<file path="src/rtl/audio_pwm_out.sv">
// Audio playback stage: sample FIFO, ~32 kHz sample tick, offset-binary PWM drive.
// Optional `PWM_DITHER_EN adds LFSR dither ahead of duty truncation.
module audio_pwm_out #(
    parameter int SAMPLE_DIV = 3125,
    parameter int PWM_BITS   = 8,
    parameter int FIFO_AW    = 2
) (
    input  logic               clk,
    input  logic               rst,
    input  logic               enable,
    input  logic [15:0]        sample_in,
    input  logic               sample_valid,
    output logic               sample_ready,
    output logic               sample_tick,
    output logic [FIFO_AW:0]   fifo_level,
    output logic               underrun,
    output logic               aud_pwm,
    output logic               aud_sd
);
    localparam int DEPTH = 1 << FIFO_AW;
    localparam int TW    = $clog2(SAMPLE_DIV);
    localparam logic [TW-1:0]       TICK_MAX = TW'(SAMPLE_DIV - 1);
    localparam logic [PWM_BITS-1:0] MID      = {1'b1, {(PWM_BITS-1){1'b0}}};

    logic [TW-1:0]       r_tick_cnt;
    logic [PWM_BITS-1:0] r_pwm_cnt;
    logic [PWM_BITS-1:0] r_duty_pend;
    logic [PWM_BITS-1:0] r_duty_act;
    logic                r_pwm;
    logic                r_sd;
    logic [15:0]         r_mem [DEPTH];
    logic [FIFO_AW-1:0]  r_wr;
    logic [FIFO_AW-1:0]  r_rd;
    logic [FIFO_AW:0]    r_level;

    logic                w_full, w_empty, w_push, w_pop, w_wrap;
    logic [15:0]         w_u;
    logic [PWM_BITS-1:0] w_duty;

    assign w_full       = (r_level == (FIFO_AW+1)'(DEPTH));
    assign w_empty      = (r_level == '0);
    assign sample_ready = !w_full;
    assign sample_tick  = enable && (r_tick_cnt == TICK_MAX);
    assign underrun     = sample_tick && w_empty;
    assign fifo_level   = r_level;
    assign aud_pwm      = r_pwm;
    assign aud_sd       = r_sd;

    // Push is decided on the pre-pop level, so a full FIFO never accepts even while popping.
    assign w_push = sample_valid && !w_full;
    assign w_pop  = sample_tick && !w_empty;
    assign w_wrap = enable && (r_pwm_cnt == '1);
    assign w_u    = r_mem[r_rd] ^ 16'h8000;

`ifdef PWM_DITHER_EN
    localparam logic [15:0] DMASK = 16'((32'd1 << (16 - PWM_BITS)) - 32'd1);
    logic [15:0] r_lfsr;
    logic [15:0] w_lfsr_next;
    logic [16:0] w_sum;
    logic [15:0] w_dith;

    // Right-shifting Galois form of x^16+x^14+x^13+x^11+1.
    assign w_lfsr_next = {1'b0, r_lfsr[15:1]} ^ (r_lfsr[0] ? 16'hB400 : 16'h0000);
    assign w_sum       = {1'b0, w_u} + {1'b0, r_lfsr & DMASK};
    assign w_dith      = w_sum[16] ? 16'hFFFF : w_sum[15:0];
    assign w_duty      = w_dith[15 -: PWM_BITS];

    always_ff @(posedge clk or posedge rst) begin
        if (rst)              r_lfsr <= 16'hACE1;
        else if (sample_tick) r_lfsr <= w_lfsr_next;
    end
`else
    assign w_duty = w_u[15 -: PWM_BITS];
`endif

    // Storage has no reset; pointer/level reset is what empties the FIFO.
    always_ff @(posedge clk) begin
        if (w_push) r_mem[r_wr] <= sample_in;
    end

    always_ff @(posedge clk or posedge rst) begin
        if (rst) begin
            r_wr    <= '0;
            r_rd    <= '0;
            r_level <= '0;
        end else begin
            if (w_push) r_wr <= r_wr + FIFO_AW'(1);
            if (w_pop)  r_rd <= r_rd + FIFO_AW'(1);
            case ({w_push, w_pop})
                2'b10:   r_level <= r_level + (FIFO_AW+1)'(1);
                2'b01:   r_level <= r_level - (FIFO_AW+1)'(1);
                default: r_level <= r_level;
            endcase
        end
    end

    always_ff @(posedge clk or posedge rst) begin
        if (rst) begin
            r_tick_cnt <= '0;
            r_pwm_cnt  <= '0;
        end else if (!enable) begin
            r_tick_cnt <= '0;
            r_pwm_cnt  <= '0;
        end else begin
            r_tick_cnt <= (r_tick_cnt == TICK_MAX) ? '0 : r_tick_cnt + TW'(1);
            r_pwm_cnt  <= r_pwm_cnt + PWM_BITS'(1);
        end
    end

    // Active duty only changes as the counter wraps, so a period is never split.
    always_ff @(posedge clk or posedge rst) begin
        if (rst) begin
            r_duty_pend <= MID;
            r_duty_act  <= MID;
            r_pwm       <= 1'b0;
            r_sd        <= 1'b0;
        end else begin
            if (w_pop)  r_duty_pend <= w_duty;
            if (w_wrap) r_duty_act  <= r_duty_pend;
            r_pwm <= enable && (r_pwm_cnt < r_duty_act);
            r_sd  <= enable;
        end
    end
endmodule

</file>
<file path="config.mk">
export PLATFORM = sky130hd
export DESIGN_NAME = audio_pwm_out
export DESIGN_NICKNAME = d
export VERILOG_FILES = /design/src/rtl/audio_pwm_out.sv
export SDC_FILE = /design/constraint.sdc
export NUM_CORES = 1
export LEC_CHECK = 0
export ABC_AREA = 0
export CAP_MARGIN = 20
export CORE_UTILIZATION = 60
export DETAILED_ROUTE_END_ITERATION = 7
export GPL_ROUTABILITY_DRIVEN = 0
export PLACE_DENSITY = 0.8
export SLEW_MARGIN = 0
export SYNTH_ARGS = -nofsm -noshare
export SYNTH_HDL_FRONTEND = slang
export SYNTH_SLANG_ARGS = --single-unit
</file>
<file path="constraint.sdc">
create_clock -name clk -period 6.2 [get_ports clk]
set_input_delay 0.93 -clock clk [delete_from_list [all_inputs] [get_ports clk]]
set_output_delay 0.93 -clock clk [all_outputs]
set_load 0.05 [all_outputs]
</file>
; Yosys cells after proc, flatten, opt, wreduce, memory -nomap -nowiden
; Memory sizes are Yosys's and may differ from the RTL's.
; Index checks and enable logic that the tools add are counted.
[totals]
n_memories = 1
out_inout_bits = 8
in_bits = 20
ff_bits = 45
wordCells = 39
ramBits = 64
[mem_list]
columns = memory, words, width, rd, rd_clocked_by_memory_dff, wr, line_no
row1 = r_mem, 4, 16, 1, 0, 1, 31  ; logic [15:0] r_mem [DEPTH];
[op_classes]
n_lt_le_gt_ge = 1
mux = 6
addsub = 6
reduce_logical = 10
bitwise_logic = 1
eq_ne = 5
[op_table]
columns = operator, n
row1 = $mux 12, 2
row2 = $add 12x1->12 const B, 1
row3 = $eq 12x12->1 const B, 1
row4 = $add 8x1->8 const B, 1
row5 = $eq 8x8->1 const B, 1
row6 = $lt 8x8->1, 1
row7 = $mux 8, 1
row8 = $logic_and 1x1->1, 6
row9 = $pmux 3 s2, 1
row10 = $add 2x1->2 const B, 2
row11 = $add 3x1->3 const B, 1
row12 = $eq 3x3->1 const B, 1
row13 = $logic_not 3->1, 1
row14 = $sub 3x1->3 const B, 1
row15 = $eq 2x1->1 const B, 1
row16 = $eq 2x2->1 const B, 1
row17 = $logic_not 1->1, 2
row18 = $mux 1, 2
row19 = $reduce_bool 2->1, 1
row20 = $not 1->1, 1

; Longest topological paths before layout
[depth]
ltp_word = 5
mapped_depth = 12
mapped_depth_nobuf = 12

; Worst setup path before layout
; Ideal clock, no wire load.
[synth_timing]
kind = register to output
start = register r_tick_cnt[6]
end = output port underrun
setup_slack_ns = 2.183
arrival_ns = 3.087
required_ns = 5.270
path_buffers = 0
stages_incl_launch_ff = 5
cell_sequence = dfrtp_1 or4b_4 or3_1 or2_2 nor4_1
[synth_via]
elab_chain_len = 3
[synth_lines]
columns = element, line_no
row1 = from (decl), 25  ; logic [TW-1:0] r_tick_cnt;
row2 = from (signal assigned), 105  ; r_tick_cnt <= (r_tick_cnt == TICK_MAX) ? '0 : r_tick_cnt + TW'(1);
row3 = $eq 12x12->1, 43  ; assign sample_tick = enable && (r_tick_cnt == TICK_MAX);
row4 = $logic_and 1x1->1, 43
row5 = $logic_and 1x1->1, 44  ; assign underrun = sample_tick && w_empty;
row6 = to (decl), 16  ; output logic underrun,
; No other way between the ends.

; Worst setup path in the final report
[layout_timing]
start = input port enable
end = output port underrun
[layout_via]
elab_chain_len = 2
[layout_lines]
columns = element, line_no
row1 = from (decl), 10  ; input logic enable,
row2 = $logic_and 1x1->1, 43
row3 = $logic_and 1x1->1, 44
; No other way between the ends.

==> insert_results.sql <==
INSERT INTO impl_metrics (metric_group, metric, value, unit) VALUES
('floorplan', 'ios', '28', ''),
('floorplan', 'die_area', '5898', 'µm²'),
('sta', 'timing.fmax', '237.1', 'MHz'),
('sta', 'timing_hold_violations_final', '0', ''),
('clocking', 'cts_hold_buffers', '0', ''),
('worst_setup_path', 'critPathCaptureType', 'output pin', ''),
('cells_and_area', 'post-route-util', '72.53', '%'),
('global_routing', 'pin_count_of_the_biggest_net_entering_global_routing', '46', ''),
('place', 'detailed_place_hpwl', '3423', 'µm'),
('pwr', 'irDropWorstVdd', '0.2809', 'mV'),
('pwr', 'seq_power_share', '54.2', '%'),
('synthesis', 'seq_area_frac_synth', '62.24', '%'),
('drt', 'wl_per_cell', '14.58', 'µm'),
('clocking', 'cts_buffer_depth', '2', ''),
('drt', 'drc', '0', ''),
('global_routing', 'vias_in_the_first_global_route', '1909', ''),
('global_routing', 'grt_pass1_wl', '8797', 'µm'),
('pwr', 'power-per-cell-area', '306.9', 'nW/µm²'),
('pwr', 'combinationalPowerShare', '17.9', '%'),
('drt', 'avgViaCountPerCell', '5.414', ''),
('drt', 'postRouteAntennaNets', '0', ''),
('synthesis', 'post_synth_num_cell_types', '35', ''),
('clocking', 'worst_setup_hold_path_clk_slew', '0.07', 'ns'),
('cells_and_area', 'layout-drive-gt1-share', '16.79', '%'),
('min_path', 'worst_hold_check_path_type', 'reg -> reg', ''),
('sta', 'fin_worst_skew', '0.009084', 'ns'),
('sta', 'final.min_clock_period', '4.218', 'ns'),
('floorplan', 'die_height', '76.80', 'µm'),
('synthesis', 'yosysWarningCount', '0', ''),
('clocking', 'cts_root_buffer', 'sky130_fd_sc_hd__clkbuf_8', ''),
('floorplan', 'fp.coreArea', '5238', 'µm²'),
('sta', 'timing.slew.headroom', '52.61', '%'),
('pwr', 'power.switching', '0.3430', 'mW'),
('synthesis', 'postSynthRegisterBits', '77', ''),
('clocking', 'cts_setup_buffers', '0', ''),
('drt', 'drt-total-wl', '4927', 'µm'),
('sta', 'rsz_0062_raised_after_global_routing', 'false', ''),
('global_routing', 'global_route.usage.total', '20.00', '%'),
('synthesis', 'post_synthesis_cells', '236', ''),
('synthesis', 'synth.avg_cell_area', '14.22', 'µm²'),
('clocking', 'clkSinkCount', '77', ''),
('outcome', 'status', 'finished clean', ''),
('clocking', 'worstSkewPairLatency', '0.35', 'ns'),
('floorplan', 'initial_core_util', '64.09', '%'),
('global_routing', 'grt_remaining_overflow', '0', ''),
('synthesis', 'synth_area', '3357', 'µm²'),
('sta', 'timing.final.max_slew_violations', '0', ''),
('sta', 'timing.setup.tns', '0', 'ns'),
('clocking', 'postCtsResizedCells', '0', ''),
('synthesis', 'synthesis.nets', '272', ''),
('worst_setup_path', 'start_kind', 'input pin', ''),
('cells_and_area', 'area.growth.synth_to_final', '13.16', '%'),
('floorplan', 'num_rows', '26', ''),
('pwr', 'leakage', '1.582', 'nW'),
('drt', 'drt_pre_antenna_iters', '5', ''),
('drt', 'vias', '1830', ''),
('drt', 'wl_met1', '2296', 'µm'),
('sta', 'number_of_setup_violations_in_the_final_report', '0', ''),
('worst_setup_path', 'criticalPathCategory', 'in -> out', ''),
('pwr', 'power_switching_share', '29.42', '%'),
('worst_setup_path', 'worst-path-max-fanout', '9', ''),
('cells_and_area', 'final_layout_net_count', '299', ''),
('drt', 'met3RoutedLength', '223', 'µm'),
('drt', 'uppermost_layer_routed', 'met4', ''),
('sta', 'transition_at_the_pin_with_the_smallest_max_transition_slack', '0.7056', 'ns'),
('pwr', 'power.share.clock', '27.9', '%'),
('clocking', 'clock_tree_from_tritoncts', 'done', ''),
('clocking', 'cts_inserted_buffers', '9', ''),
('clocking', 'cts_max_level', '3', ''),
('sta', 'timing.final.crit_share', '68.03', '%'),
('floorplan', 'die_width', '76.80', 'µm'),
('job', 'drv_cap', '0', ''),
('global_routing', 'grt_antenna_before_repair', '0', ''),
('pwr', 'p_int', '0.8229', 'mW'),
('drt', 'met2WireLength', '2355', 'µm'),
('worst_setup_path', 'cp.required', '5.27', 'ns'),
('place', 'port_buffers', '19', ''),
('drt', 'drtIter0Drc', '69', ''),
('cells_and_area', 'antennaDiodeCount', '0', ''),
('worst_setup_path', 'critPathArrivalTime', '3.29', 'ns');
area by class of cell:
type / count / area, µm²
timing repair buffer: 20 / 197.7
sequential: 77 / 2090
multi-input combinational: 133 / 1169
fill: 362 / 1439
tap: 70 / 87.58
clock inverter: 7 / 48.80
inverter: 22 / 82.58
clock buffer: 9 / 123.9
path summary, 6_finish.rpt:
path | startpoint | to | slack (ns) | depth (start not counted)
max | enable | underrun | 1.98 | 5
min | r_duty_act[7]$_DFFE_PP1P_ | r_duty_act[7]$_DFFE_PP1P_ | 0.49 | 2
max reg2reg | r_tick_cnt[6]$_DFF_PP0_ | fifo_level[2]$_DFFE_PP0P_ | 3.25 | 10
min reg2reg | r_duty_act[7]$_DFFE_PP1P_ | r_duty_act[7]$_DFFE_PP1P_ | 0.49 | 2
max in group asynchronous | rst | r_duty_act[7]$_DFFE_PP1P_ | 4.80 | 3
min in group asynchronous | rst | fifo_level[0]$_DFFE_PP0P_ | 1.01 | 3
synth_stat cells:
master / count / area, µm²
sky130_fd_sc_hd__nand3_1: 8 / 40.04
sky130_fd_sc_hd__mux2_2: 15 / 168.9
sky130_fd_sc_hd__xnor2_1: 15 / 131.4
sky130_fd_sc_hd__xor2_1: 7 / 61.31
sky130_fd_sc_hd__clkinv_1: 1 / 3.750
sky130_fd_sc_hd__nor4_4: 1 / 21.27
sky130_fd_sc_hd__nand2b_1: 1 / 6.260
sky130_fd_sc_hd__nand4_1: 1 / 6.260
sky130_fd_sc_hd__nand4b_1: 2 / 17.52
sky130_fd_sc_hd__inv_1: 21 / 78.83
sky130_fd_sc_hd__or2_2: 1 / 6.260
sky130_fd_sc_hd__and4_1: 2 / 17.52
sky130_fd_sc_hd__buf_2: 1 / 5.000
sky130_fd_sc_hd__clkbuf_1: 1 / 3.750
sky130_fd_sc_hd__nor2_1: 23 / 86.33
sky130_fd_sc_hd__nand2_1: 4 / 15.01
sky130_fd_sc_hd__edfxtp_1: 32 / 960.9
sky130_fd_sc_hd__nand3b_1: 1 / 7.510
sky130_fd_sc_hd__buf_1: 2 / 7.510
sky130_fd_sc_hd__ha_1: 15 / 187.7
sky130_fd_sc_hd__mux4_2: 8 / 180.2
sky130_fd_sc_hd__a21o_1: 3 / 22.52
sky130_fd_sc_hd__nor4_1: 2 / 12.51
sky130_fd_sc_hd__or4b_4: 1 / 13.76
sky130_fd_sc_hd__mux2i_1: 3 / 30.03
sky130_fd_sc_hd__dfstp_2: 2 / 52.55
sky130_fd_sc_hd__fa_1: 1 / 20.02
sky130_fd_sc_hd__and2_1: 2 / 12.51
sky130_fd_sc_hd__nor3_1: 4 / 20.02
sky130_fd_sc_hd__o21ai_0: 1 / 5.000
sky130_fd_sc_hd__dfrtp_1: 43 / 1076
sky130_fd_sc_hd__and3_1: 8 / 50.05
sky130_fd_sc_hd__o21a_1: 1 / 7.510
sky130_fd_sc_hd__a211oi_1: 2 / 15.01
sky130_fd_sc_hd__or3_1: 1 / 6.260
through the flow:
step	worst slack, ns	power (mW)	hold WS (ns)	cell area [µm²]	instances
3_5_place_dp	1.959	0.8543	0.4793	3626	322
2_1_floorplan	2.183	0.7798	0.4302	3357	236
5_1_grt	1.778	1.225	0.5065	3799	338
6_report	1.982	1.166	0.4866	3799	338
3_3_place_gp	1.983	0.8430	0.4692	3626	322
4_1_cts	1.939	1.184	0.4912	3799	338
state kept, by name, indices dropped and copies added, names as in the netlist:
signal	flops
fifo_level	3
r_duty_act	8
r_pwm_cnt	8
aud_sd	1
r_mem	32
r_rd	2
r_wr	2
aud_pwm	1
r_duty_pend	8
r_tick_cnt	12
worst max-delay path: stages:
cell,delay [ns]
sky130_fd_sc_hd__clkdlybuf4s50_1,0.61
sky130_fd_sc_hd__clkinv_1,0.31
sky130_fd_sc_hd__or2_2,0.43
sky130_fd_sc_hd__nor4_1,0.17
sky130_fd_sc_hd__clkdlybuf4s50_1,0.84
kinds of logic after synthesis:
family                   count (synthesis)  share of synthesized area, %
flip-flops                              77                         62.24
adder cells (fa/ha/maj)                 16                         6.187
AO/OA/AOI/OAI                            7                         1.491
XOR/XNOR                                22                         5.740
multiplexers                            26                         11.29
buffers and inverters                   26                         2.944
AND/OR/NAND/NOR                         62                         10.10
power groups by stage:
stage / clock network, mW / registers, mW / logic (mW)
3_3_place_gp: 0 / 0.640 / 0.203
3_5_place_dp: 0 / 0.643 / 0.212
2_1_floorplan: 0 / 0.671 / 0.109
5_1_grt: 0.357 / 0.639 / 0.228
4_1_cts: 0.339 / 0.633 / 0.212
6_report: 0.325 / 0.632 / 0.209
routing by layer:
metal,vias to the layer above,GRT usage [%]
met5,-,0
met4,0,8.654
met3,4,7.619
met2,33,30.27
met1,905,25.79
li1,888,-
cell usage in the layout (no fill, tap or decap), types with 2 or more instances in the layout:
| cell type | Yosys | final |
|---|---|---|
| sky130_fd_sc_hd__edfxtp_1 | 32 | 32 |
| sky130_fd_sc_hd__mux4_2 | 8 | 8 |
| sky130_fd_sc_hd__mux2i_1 | 3 | 3 |
| sky130_fd_sc_hd__dfrtp_1 | 43 | 43 |
| sky130_fd_sc_hd__xor2_1 | 7 | 7 |
| sky130_fd_sc_hd__and2_1 | 2 | 2 |
| sky130_fd_sc_hd__ha_1 | 15 | 15 |
| sky130_fd_sc_hd__nor3_1 | 4 | 4 |
| sky130_fd_sc_hd__inv_6 | 0 | 2 |
| sky130_fd_sc_hd__a211oi_1 | 2 | 2 |
| sky130_fd_sc_hd__nor4_1 | 2 | 2 |
| sky130_fd_sc_hd__nor2_1 | 23 | 23 |
| sky130_fd_sc_hd__a21o_1 | 3 | 3 |
| sky130_fd_sc_hd__clkinv_2 | 0 | 3 |
| sky130_fd_sc_hd__and4_1 | 2 | 2 |
| sky130_fd_sc_hd__clkdlybuf4s50_1 | 0 | 19 |
| sky130_fd_sc_hd__nand3_1 | 8 | 8 |
| sky130_fd_sc_hd__clkinv_1 | 1 | 2 |
| sky130_fd_sc_hd__nand4b_1 | 2 | 2 |
| sky130_fd_sc_hd__clkbuf_8 | 0 | 9 |
| sky130_fd_sc_hd__nand2_1 | 4 | 4 |
| sky130_fd_sc_hd__dfstp_2 | 2 | 2 |
| sky130_fd_sc_hd__inv_1 | 21 | 20 |
| sky130_fd_sc_hd__mux2_2 | 15 | 15 |
| sky130_fd_sc_hd__and3_1 | 8 | 8 |
| sky130_fd_sc_hd__xnor2_1 | 15 | 15 |
Power figures use the tool's default switching activity.
